==> src/rtl/im_loader_pkg.sv <==
// Shared types and constants for the instruction-memory boot loader.
package im_loader_pkg;

  // Loader FSM states; CKSUM is only reachable in the checksum build.
  typedef enum logic [2:0] {
    IDLE   = 3'd0,
    LEN_HI = 3'd1,
    LEN_LO = 3'd2,
    DATA   = 3'd3,
    CKSUM  = 3'd4,
    DONE   = 3'd5,
    ERR    = 3'd6
  } state_t;

  localparam int BYTES_PER_WORD = 4;
  localparam int LEN_W          = 16;

  typedef logic [7:0] byte_t;

  // Running mod-256 checksum step.
  function automatic byte_t csum_add(input byte_t sum, input byte_t b);
    return byte_t'(sum + b);
  endfunction

endpackage

==> src/rtl/im_loader_word_pack.sv <==
// Byte-to-word packer: shifts stream bytes in MSB first and flags the 4th byte.
// word is the full big-endian word including the byte being shifted in now,
// so it is valid exactly while word_complete is high.
module im_loader_word_pack
  import im_loader_pkg::*;
(
  input  logic        clk,
  input  logic        rst_f,
  input  logic        clear,
  input  logic        shift_en,
  input  byte_t       byte_in,
  output logic [31:0] word,
  output logic        word_complete
);

  logic [23:0] shift_r;
  logic [1:0]  cnt_r;

  // Shift register and byte-in-word counter; clear realigns at frame start.
  always_ff @(posedge clk or negedge rst_f) begin
    if (!rst_f) begin
      shift_r <= 24'h000000;
      cnt_r   <= 2'd0;
    end else if (clear) begin
      shift_r <= 24'h000000;
      cnt_r   <= 2'd0;
    end else if (shift_en) begin
      shift_r <= {shift_r[15:0], byte_in};
      cnt_r   <= cnt_r + 2'd1;
    end
  end

  assign word          = {shift_r, byte_in};
  assign word_complete = shift_en && (cnt_r == 2'(BYTES_PER_WORD - 1));

endmodule

==> src/rtl/im_loader.sv <==
// Boot-time instruction-memory loader: framed byte stream -> 32-bit word writes.
// Holds the core in reset (cpu_rst_f low) until an image has loaded.
// Optional build macro IM_LOADER_CHECKSUM_EN adds a trailing mod-256 checksum
// byte and the err output; without it err is tied low.
module im_loader
  import im_loader_pkg::*;
#(
  parameter int ADDR_W = 16
) (
  input  logic              clk,
  input  logic              rst_f,
  input  logic              start,
  input  logic              byte_valid,
  input  logic [7:0]        byte_data,
  output logic              byte_ready,
  output logic              wr_en,
  output logic [ADDR_W-1:0] wr_addr,
  output logic [31:0]       wr_data,
  output logic              busy,
  output logic              done,
  output logic              err,
  output logic              cpu_rst_f
);

  state_t            state_r;
  state_t            state_s;
  logic              busy_r;
  logic              done_r;
  logic              wr_en_r;
  logic [ADDR_W-1:0] wr_addr_r;
  logic [31:0]       wr_data_r;
  logic [LEN_W-1:0]  len_r;
  logic [LEN_W-1:0]  word_idx_r;

  logic              xfer_s;
  logic              start_acc_s;
  logic              shift_en_s;
  logic              word_complete_s;
  logic              last_word_s;
  logic [31:0]       word_s;
  logic [LEN_W-1:0]  len_full_s;

  // A byte moves only while the loader is in a receiving state.
  assign xfer_s      = byte_valid && busy_r;
  // start only counts from a resting state; it is ignored mid-frame.
  assign start_acc_s = start && ((state_r == IDLE) || (state_r == DONE) || (state_r == ERR));
  assign shift_en_s  = xfer_s && (state_r == DATA);
  assign len_full_s  = {len_r[15:8], byte_data};
  assign last_word_s = (word_idx_r == (len_r - LEN_W'(1)));

`ifdef IM_LOADER_CHECKSUM_EN
  localparam state_t END_ST = CKSUM;
  byte_t sum_r;
  logic  err_r;
  logic  sum_ok_s;
  assign sum_ok_s = (csum_add(sum_r, byte_data) == 8'h00);
`else
  localparam state_t END_ST = DONE;
`endif

  im_loader_word_pack u_word_pack (
    .clk           (clk),
    .rst_f         (rst_f),
    .clear         (start_acc_s),
    .shift_en      (shift_en_s),
    .byte_in       (byte_data),
    .word          (word_s),
    .word_complete (word_complete_s)
  );

  // State register.
  always_ff @(posedge clk or negedge rst_f) begin
    if (!rst_f) begin
      state_r <= IDLE;
    end else begin
      state_r <= state_s;
    end
  end

  // Next-state logic for the frame parser.
  always_comb begin
    state_s = state_r;
    case (state_r)
      IDLE: begin
        if (start) state_s = LEN_HI;
        else       state_s = IDLE;
      end
      LEN_HI: begin
        if (xfer_s) state_s = LEN_LO;
        else        state_s = LEN_HI;
      end
      LEN_LO: begin
        if (xfer_s) begin
          if (len_full_s != {LEN_W{1'b0}}) state_s = DATA;
          else                             state_s = END_ST;
        end else begin
          state_s = LEN_LO;
        end
      end
      DATA: begin
        if (word_complete_s && last_word_s) state_s = END_ST;
        else                                state_s = DATA;
      end
`ifdef IM_LOADER_CHECKSUM_EN
      CKSUM: begin
        if (xfer_s) begin
          if (sum_ok_s) state_s = DONE;
          else          state_s = ERR;
        end else begin
          state_s = CKSUM;
        end
      end
`endif
      DONE: begin
        if (start) state_s = LEN_HI;
        else       state_s = DONE;
      end
      ERR: begin
        if (start) state_s = LEN_HI;
        else       state_s = ERR;
      end
      default: state_s = IDLE;
    endcase
  end

  // Status outputs registered from the next state so they line up with state_r.
  always_ff @(posedge clk or negedge rst_f) begin
    if (!rst_f) begin
      busy_r <= 1'b0;
      done_r <= 1'b0;
    end else begin
      busy_r <= (state_s == LEN_HI) || (state_s == LEN_LO) ||
                (state_s == DATA)   || (state_s == CKSUM);
      done_r <= (state_s == DONE);
    end
  end

  // Write port, word index and captured frame length.
  always_ff @(posedge clk or negedge rst_f) begin
    if (!rst_f) begin
      wr_en_r    <= 1'b0;
      wr_addr_r  <= {ADDR_W{1'b0}};
      wr_data_r  <= 32'h00000000;
      word_idx_r <= {LEN_W{1'b0}};
      len_r      <= {LEN_W{1'b0}};
    end else begin
      wr_en_r <= word_complete_s;
      if (start_acc_s) begin
        word_idx_r <= {LEN_W{1'b0}};
        len_r      <= {LEN_W{1'b0}};
      end else if (word_complete_s) begin
        wr_addr_r  <= ADDR_W'(word_idx_r);
        wr_data_r  <= word_s;
        word_idx_r <= word_idx_r + LEN_W'(1);
      end else if (xfer_s && (state_r == LEN_HI)) begin
        len_r <= {byte_data, 8'h00};
      end else if (xfer_s && (state_r == LEN_LO)) begin
        len_r <= len_full_s;
      end
    end
  end

`ifdef IM_LOADER_CHECKSUM_EN
  // Running checksum over every byte of the frame, plus the sticky error flag.
  always_ff @(posedge clk or negedge rst_f) begin
    if (!rst_f) begin
      sum_r <= 8'h00;
      err_r <= 1'b0;
    end else begin
      err_r <= (state_s == ERR);
      if (start_acc_s) begin
        sum_r <= 8'h00;
      end else if (xfer_s) begin
        sum_r <= csum_add(sum_r, byte_data);
      end
    end
  end

  assign err = err_r;
`else
  assign err = 1'b0;
`endif

  assign byte_ready = busy_r;
  assign busy       = busy_r;
  assign done       = done_r;
  assign cpu_rst_f  = done_r;
  assign wr_en      = wr_en_r;
  assign wr_addr    = wr_addr_r;
  assign wr_data    = wr_data_r;

endmodule

==> config.mk <==
export PLATFORM = sky130hd
export DESIGN_NAME = im_loader
export DESIGN_NICKNAME = d
export VERILOG_FILES = /design/src/rtl/im_loader_pkg.sv /design/src/rtl/im_loader_word_pack.sv /design/src/rtl/im_loader.sv
export SDC_FILE = /design/constraint.sdc
export NUM_CORES = 1
export LEC_CHECK = 0
export BUFFER_PORTS_ARGS = -buffer_cell sky130_fd_sc_hd__buf_2
export CORE_ASPECT_RATIO = 1.5
export CORE_MARGIN = 2
export CORE_UTILIZATION = 50
export CTS_CLUSTER_SIZE = 8
export DETAILED_ROUTE_END_ITERATION = 10
export PLACE_DENSITY = 0.7
export SETUP_SLACK_MARGIN = 0.5
export SLEW_MARGIN = 15
export SYNTH_ARGS = -nofsm -noshare
export SYNTH_HDL_FRONTEND = slang
export SYNTH_SLANG_ARGS = --single-unit
==> constraint.sdc <==
create_clock -name clk -period 3.2 [get_ports clk]
set_input_delay 0.16 -clock clk [delete_from_list [all_inputs] [get_ports clk]]
set_output_delay 0.16 -clock clk [all_outputs]
set_load 0.05 [all_outputs]
Word-level counts from Yosys, hierarchy flattened --
Cells that the tools add are included. Widths: inputs -> output; s select.
Operators by class: add/sub/neg operators 3, multiply operators 0, div/mod/pow operators 0, magnitude comparators 0, eq/ne operators 13, shift-type cells 0, multiplexer cells 18, bitwise gates (word level) 1, reductions and logical operators 21
Operators by type and width (count):
- $mux 16 | 5
- $mux 24 | 2
- $pmux 3 s6 | 1
- $add 16x1->16 const B | 1
- $eq 16x16->1 | 1
- $reduce_bool 16->1 | 1
- $sub 16x1->16 const B | 1
- $mux 3 | 5
- $eq 3x2->1 const B | 4
- $eq 3x3->1 const B | 4
- $mux 8 | 1
- $logic_and 1x1->1 | 7
- $eq 3x1->1 const B | 2
- $mux 2 | 3
- $reduce_and 2->1 | 3
- $reduce_bool 2->1 | 3
- $logic_or 1x1->1 | 5
- $logic_not 3->1 | 1
- $reduce_bool 3->1 | 1
- $add 2x1->2 const B | 1
- $eq 2x2->1 const B | 1
- $ne 2x2->1 const B | 1
- $mux 1 | 1
- $not 1->1 | 1
Storage, ports and cells: register bits 112, latch bits 0, bits in writable memories 0, bits in read-only memories 0, bits of input ports 12, output and inout port bits 54, word-level logic and storage cells 67, memories 0

Logic depth before layout (Yosys ltp) --
depth in word-level cells 10, gate-level depth with buffers 10, gate-level depth less buffers 9

Modules after synthesis --
From an unflattened synthesis, not the netlist that was laid out.
Second synthesis, totals: cell total of the unflattened synthesis 470, area total of the unflattened synthesis 5484.0 sq um
Modules (own cells, without submodules):
- im_loader | times used 1, cells an instance 376, area an instance 4330.4 sq um, sequential area each 2152.1 sq um
- im_loader_word_pack | times used 1, cells an instance 94, area an instance 1153.6 sq um, sequential area each 650.6 sq um

Worst setup path before layout --
No wires, ideal clock.
path type flip-flop to flip-flop, start register len_r[10], end register busy_r (netlist: busy), library setup time 123 ps, data arrival time 2123 ps, required time 3077 ps, setup slack 954 ps, cell stages (with the launch flop) 8, path buffers 0, clock period less this slack 2246 ps, cell sequence dfrtp_1 -> or4_4 -> or3_1 -> a211oi_2 -> a31oi_1 -> and4bb_1 -> a21oi_1 -> o221a_1
On the way: word-level cells in the longest chain between the ends 9, elaborated cells between the ends (all ways) 15, those cells by class add/sub (1); eq/ne (5); mux (4); reduce/logical (5)
RTL lines:
- start: declaration | line im_loader.sv:32 | logic [LEN_W-1:0] len_r;
- start signal: assignment | line im_loader.sv:145 | len_r <= {LEN_W{1'b0}};
- start signal: assignment | line im_loader.sv:150 | len_r <= {LEN_W{1'b0}};
- start signal: assignment | line im_loader.sv:156 | len_r <= {byte_data, 8'h00};
- $sub 16x1->16 | line im_loader.sv:49 | assign last_word_s = (word_idx_r == (len_r - LEN_W'(1)));
- $eq 16x16->1 | line im_loader.sv:49
- $logic_and 1x1->1 | line im_loader.sv:101 | if (word_complete_s && last_word_s) state_s = END_ST;
- $mux 3 | line im_loader.sv:101
- $pmux 3 s6 * | line im_loader.sv:83 | case (state_r)
- $eq 3x1->1 / $eq 3x2->1 (equally long branches) | line im_loader.sv:132 | busy_r <= (state_s == LEN_HI) || (state_s == LEN_LO) ||
- $logic_or 1x1->1 (2 in a row) | line im_loader.sv:132
- $logic_or 1x1->1 * | line im_loader.sv:133 | (state_s == DATA) || (state_s == CKSUM);
- end signal: assignment | line im_loader.sv:132
- end: declaration | line im_loader.sv:27 | logic busy_r;
Every way passes the cells marked *; elsewhere a longest branch is shown, timed or not. A chain may end at the register's enable or synchronous reset.

Final worst setup path --
start register len_r[2], end register busy_r (netlist: busy)
On the way: word-level cells in the longest chain between the ends 9, elaborated cells between the ends (all ways) 12, those cells by class add/sub (1); eq/ne (5); mux (2); reduce/logical (4)
RTL lines (line):
- $sub 16x1->16 * | im_loader.sv:49
- $eq 16x16->1 * | im_loader.sv:49
- $logic_and 1x1->1 * | im_loader.sv:101
- $mux 3 * | im_loader.sv:101
- $pmux 3 s6 * | im_loader.sv:83
- $eq 3x1->1 / $eq 3x2->1 (equally long branches) | im_loader.sv:132
- $logic_or 1x1->1 (2 in a row) | im_loader.sv:132
- $logic_or 1x1->1 * | im_loader.sv:133
Marked as above.

==> results.py <==
metrics = {
    "run_status": {
        "status": "finished clean",
    },
    "yosys": {
        "syn_nets": 597,
        "synthCells": 582,
        "ys.flop_type": "dfrtp_1",
        "ys_seq_area_frac": 0.543,
        "synth.top_cells.by_area": "dfrtp_1 54%, nand2_1 17%, a21oi_1 4.0%",
        "ys_types": 52,
        "synth_seq_cells": 112,
        "yosysTopAreaCell": "dfrtp_1",
        "synth_area_per_cell_um2": 8.87,
        "synth_top_cell_area_share": 0.543,
        "syn_area_mm2": 0.00516,
        "synth-edff-count": 0,
        "synthArstFlopShare": 1.00,
        "ys.warnings.count": 0,
    },
    "min_path": {
        "worstHoldPathType": "input port to register",
        "min-delay-start": "byte_data[5]",
        "hold_depth": 3,
        "hold-path-endpoint": "wr_data[5]",
    },
    "layout": {
        "drive_gt1_frac": 0.153,
        "stdcell_area_mm2": 0.00588,
        "seqCellArea_mm2": 0.00280,
        "fin_nets": 644,
        "area_growth_pct": 13.8,
        "n_fill_cell": 901,
        "multi_input_area_mm2": 0.00219,
        "finalNonFillerCells": 751,
        "antennaDiodeCount": 0,
    },
    "timing": {
        "setup_tns_ps": 0,
        "finClkSkew_ps": 5.83,
        "worst_pin_slew_ps": 915,
        "max_freq_mhz": 411,
        "final_hold_viol_count": 0,
        "slew_violations": 0,
        "relSlewSlack": 0.385,
        "layout_setup_ws_ps": 769,
        "final.period_utilization": 0.760,
        "holdWs_ps": 75.3,
        "rsz0062_at_grt": "no",
        "period_needed_ps": 2430,
        "setup_violations": 0,
    },
    "setup_path": {
        "critPathMaxFanout": 7,
        "worst_path_max_delay_cell": "dfrtp_1",
        "cp_top_family": "simple AND/OR/NAND/NOR gates",
        "endpoint_kind": "register",
        "r2r_start": "len_r[2]",
        "worstPathArrival_ps": 2670,
        "cp-start-kind": "register",
        "rrSetupSlack_ps": 770,
        "critical_path.max_stage_delay_ps": 490,
        "startpoint": "len_r[2]",
        "worst-setup-path-type": "register to register",
        "rr_endpoint": "busy",
        "cp_cell_sequence": "nor4_4 > and2_1 > a31oi_1 > nor4_1 > and4bb_1 > a21oi_1 > o221a_1",
        "cp_data_required_time_ps": 3440,
        "cp.buffers_inverters": 0,
        "r2r_cells": 7,
        "path_depth": 7,
    },
    "clocking": {
        "clkSinkCount": 112,
        "cts_tree": "done",
        "insertion_delay_ps": 360,
        "cts_root_buffer": "clkbuf_16",
        "cts_setup_buffers": 0,
        "post_cts_resized": 0,
        "clockBufferDepth": 2,
        "cts_buffers": 9,
        "cts.clk_slew.worst_paths_ps": 70,
        "h-tree-depth": 3,
    },
    "grt": {
        "antenna_found_initial": 0,
        "grt_pass1_wl_um": 20000,
        "grt_pass1_vias": 4034,
        "grt_max_degree": 57,
        "track_usage": 0.231,
        "overflow": 0,
    },
    "power_and_ir_drop": {
        "power_leakage_nw": 3.04,
        "seq_power_share": 0.417,
        "p_per_area_mw_per_mm2": 840,
        "p_sw_mw": 1.96,
        "sw_frac_of_total": 0.397,
        "clkPwrFrac": 0.244,
        "internal_power_mw": 2.98,
        "peakVddDrop_v": 0.000653,
        "pwr-share-comb": 0.339,
    },
    "floorplan": {
        "die_area_mm2": 0.0112,
        "rows": 45,
        "start_util": 0.512,
        "io_pins": 66,
        "dieWidth_um": 87.0,
        "die_h_um": 128,
        "coreArea_mm2": 0.0101,
    },
    "placement": {
        "port-buffer-count": 64,
        "hpwlAfterDp_um": 8370,
        "gp_congestion": 0.832,
        "placed_area_mm2": 0.00554,
        "place_ws_ps": 836,
        "placedCellCount": 734,
    },
    "detailed_routing": {
        "route.vias.total": 4130,
        "first_pass_iters": 5,
        "vias_per_cell": 5.50,
        "drc": 0,
        "drt-initial-drc-count": 310,
        "wl_per_cell_um": 16.1,
        "drt-total-wl_um": 12100,
        "ant_nets": 0,
    },
    "flow_run": {
        "maxCapViolations": 0,
    },
}
## registers in the layout, indices dropped and copies added (netlist names)
name,cells
u_word_pack.shift_r,24
len_r,16
u_word_pack.cnt_r,2
wr_addr,16
busy,1
state_r,3
wr_data,32
word_idx_r,16
cpu_rst_f,1
wr_en,1
## worst max path at each step
| stage | endpoint |
|---|---|
| floorplan | busy |
| global placement | busy |
| detailed placement | busy |
| CTS | busy |
| global route | busy |
| finish | busy |
## per-layer routing
layer,share of wire,vias to the layer above,global-route usage
met5,0,-,0
met4,0.028,0,0.108
met3,0.039,25,0.0346
met2,0.53,101,0.388
met1,0.40,2011,0.290
li1,-,1993,-
## power by group through the flow
stage / Sequential (mW) / Combinational [mW] / Clock [mW]
floorplan: 2.32 / 0.998 / 0
global placement: 2.06 / 1.62 / 0
detailed placement: 2.07 / 1.67 / 0
CTS: 2.05 / 1.68 / 1.23
global route: 2.10 / 1.84 / 1.28
finish: 2.06 / 1.67 / 1.21
## stage by stage
step / power, mW / utilization
after global placement: 3.68 / 0.550
after floorplan: 3.32 / -
final: 4.94 / 0.583
after global routing: 5.22 / 0.583
after CTS: 4.96 / 0.583
after detailed placement: 3.75 / 0.550
## layout by cell type (no fill, tap or decap), drive strengths merged, types with 4 or more instances in the layout
cell type  count
dfrtp        112
and3           4
nor3           6
a21oi         41
xor2          18
nor4           8
clkbuf        11
buf           72
nand2        230
o21ai         13
a22o           8
xnor2         16
nand4          7
nor2          24
or3            4
inv            9
nand3          8
## Yosys cell counts, types with 2 or more instances
cell and instances:
buf_4 3, o21ai_1 2, and3_1 4, dfrtp_1 112, nand3_1 8, inv_1 6
xor2_1 18, a21oi_1 41, o21ai_0 10, and2_1 3, nor3b_1 2, nand2_1 230
or2_2 2, ha_1 3, or3_1 4, nand4b_1 2, xnor2_1 16, nand2b_1 3
buf_1 2, nor4_1 6, a22o_1 8, a31oi_1 3, nor3_1 6, buf_2 2
clkbuf_1 30, nand4_1 7, nor2_1 24
## tightest hold or removal path, cell delays in order
cell and delay, ps:
buf_2 140, nand2_1 60, nand2_1 40
## final cells by class
class,count,area share
Clock buffer,11,0.0430
Multi-Input combinational cell,427,0.372
Tap cell,117,0.0249
Timing Repair Buffer,73,0.0669
Inverter,6,0.00383
Clock inverter,5,0.0119
Sequential cell,112,0.477
## kinds of logic (layout without fill, tap and decap cells)
family	Yosys count	in the layout	synth area share
simple gates	311	311	0.260
flops	112	112	0.543
buf+inv	43	95	0.0339
mux	1	1	0.00194
xor+xnor	35	35	0.0620
fa+ha+maj	3	3	0.00727
other cells	1	1	0.000726
compound gates	76	76	0.0911
## timing repair
item	4_1_cts	5_1_grt
setup endpoints to repair	0	0
hold endpoints to repair	48	0
hold buffers	1	0
No activity file was read; power rests on OpenSTA's default activity.
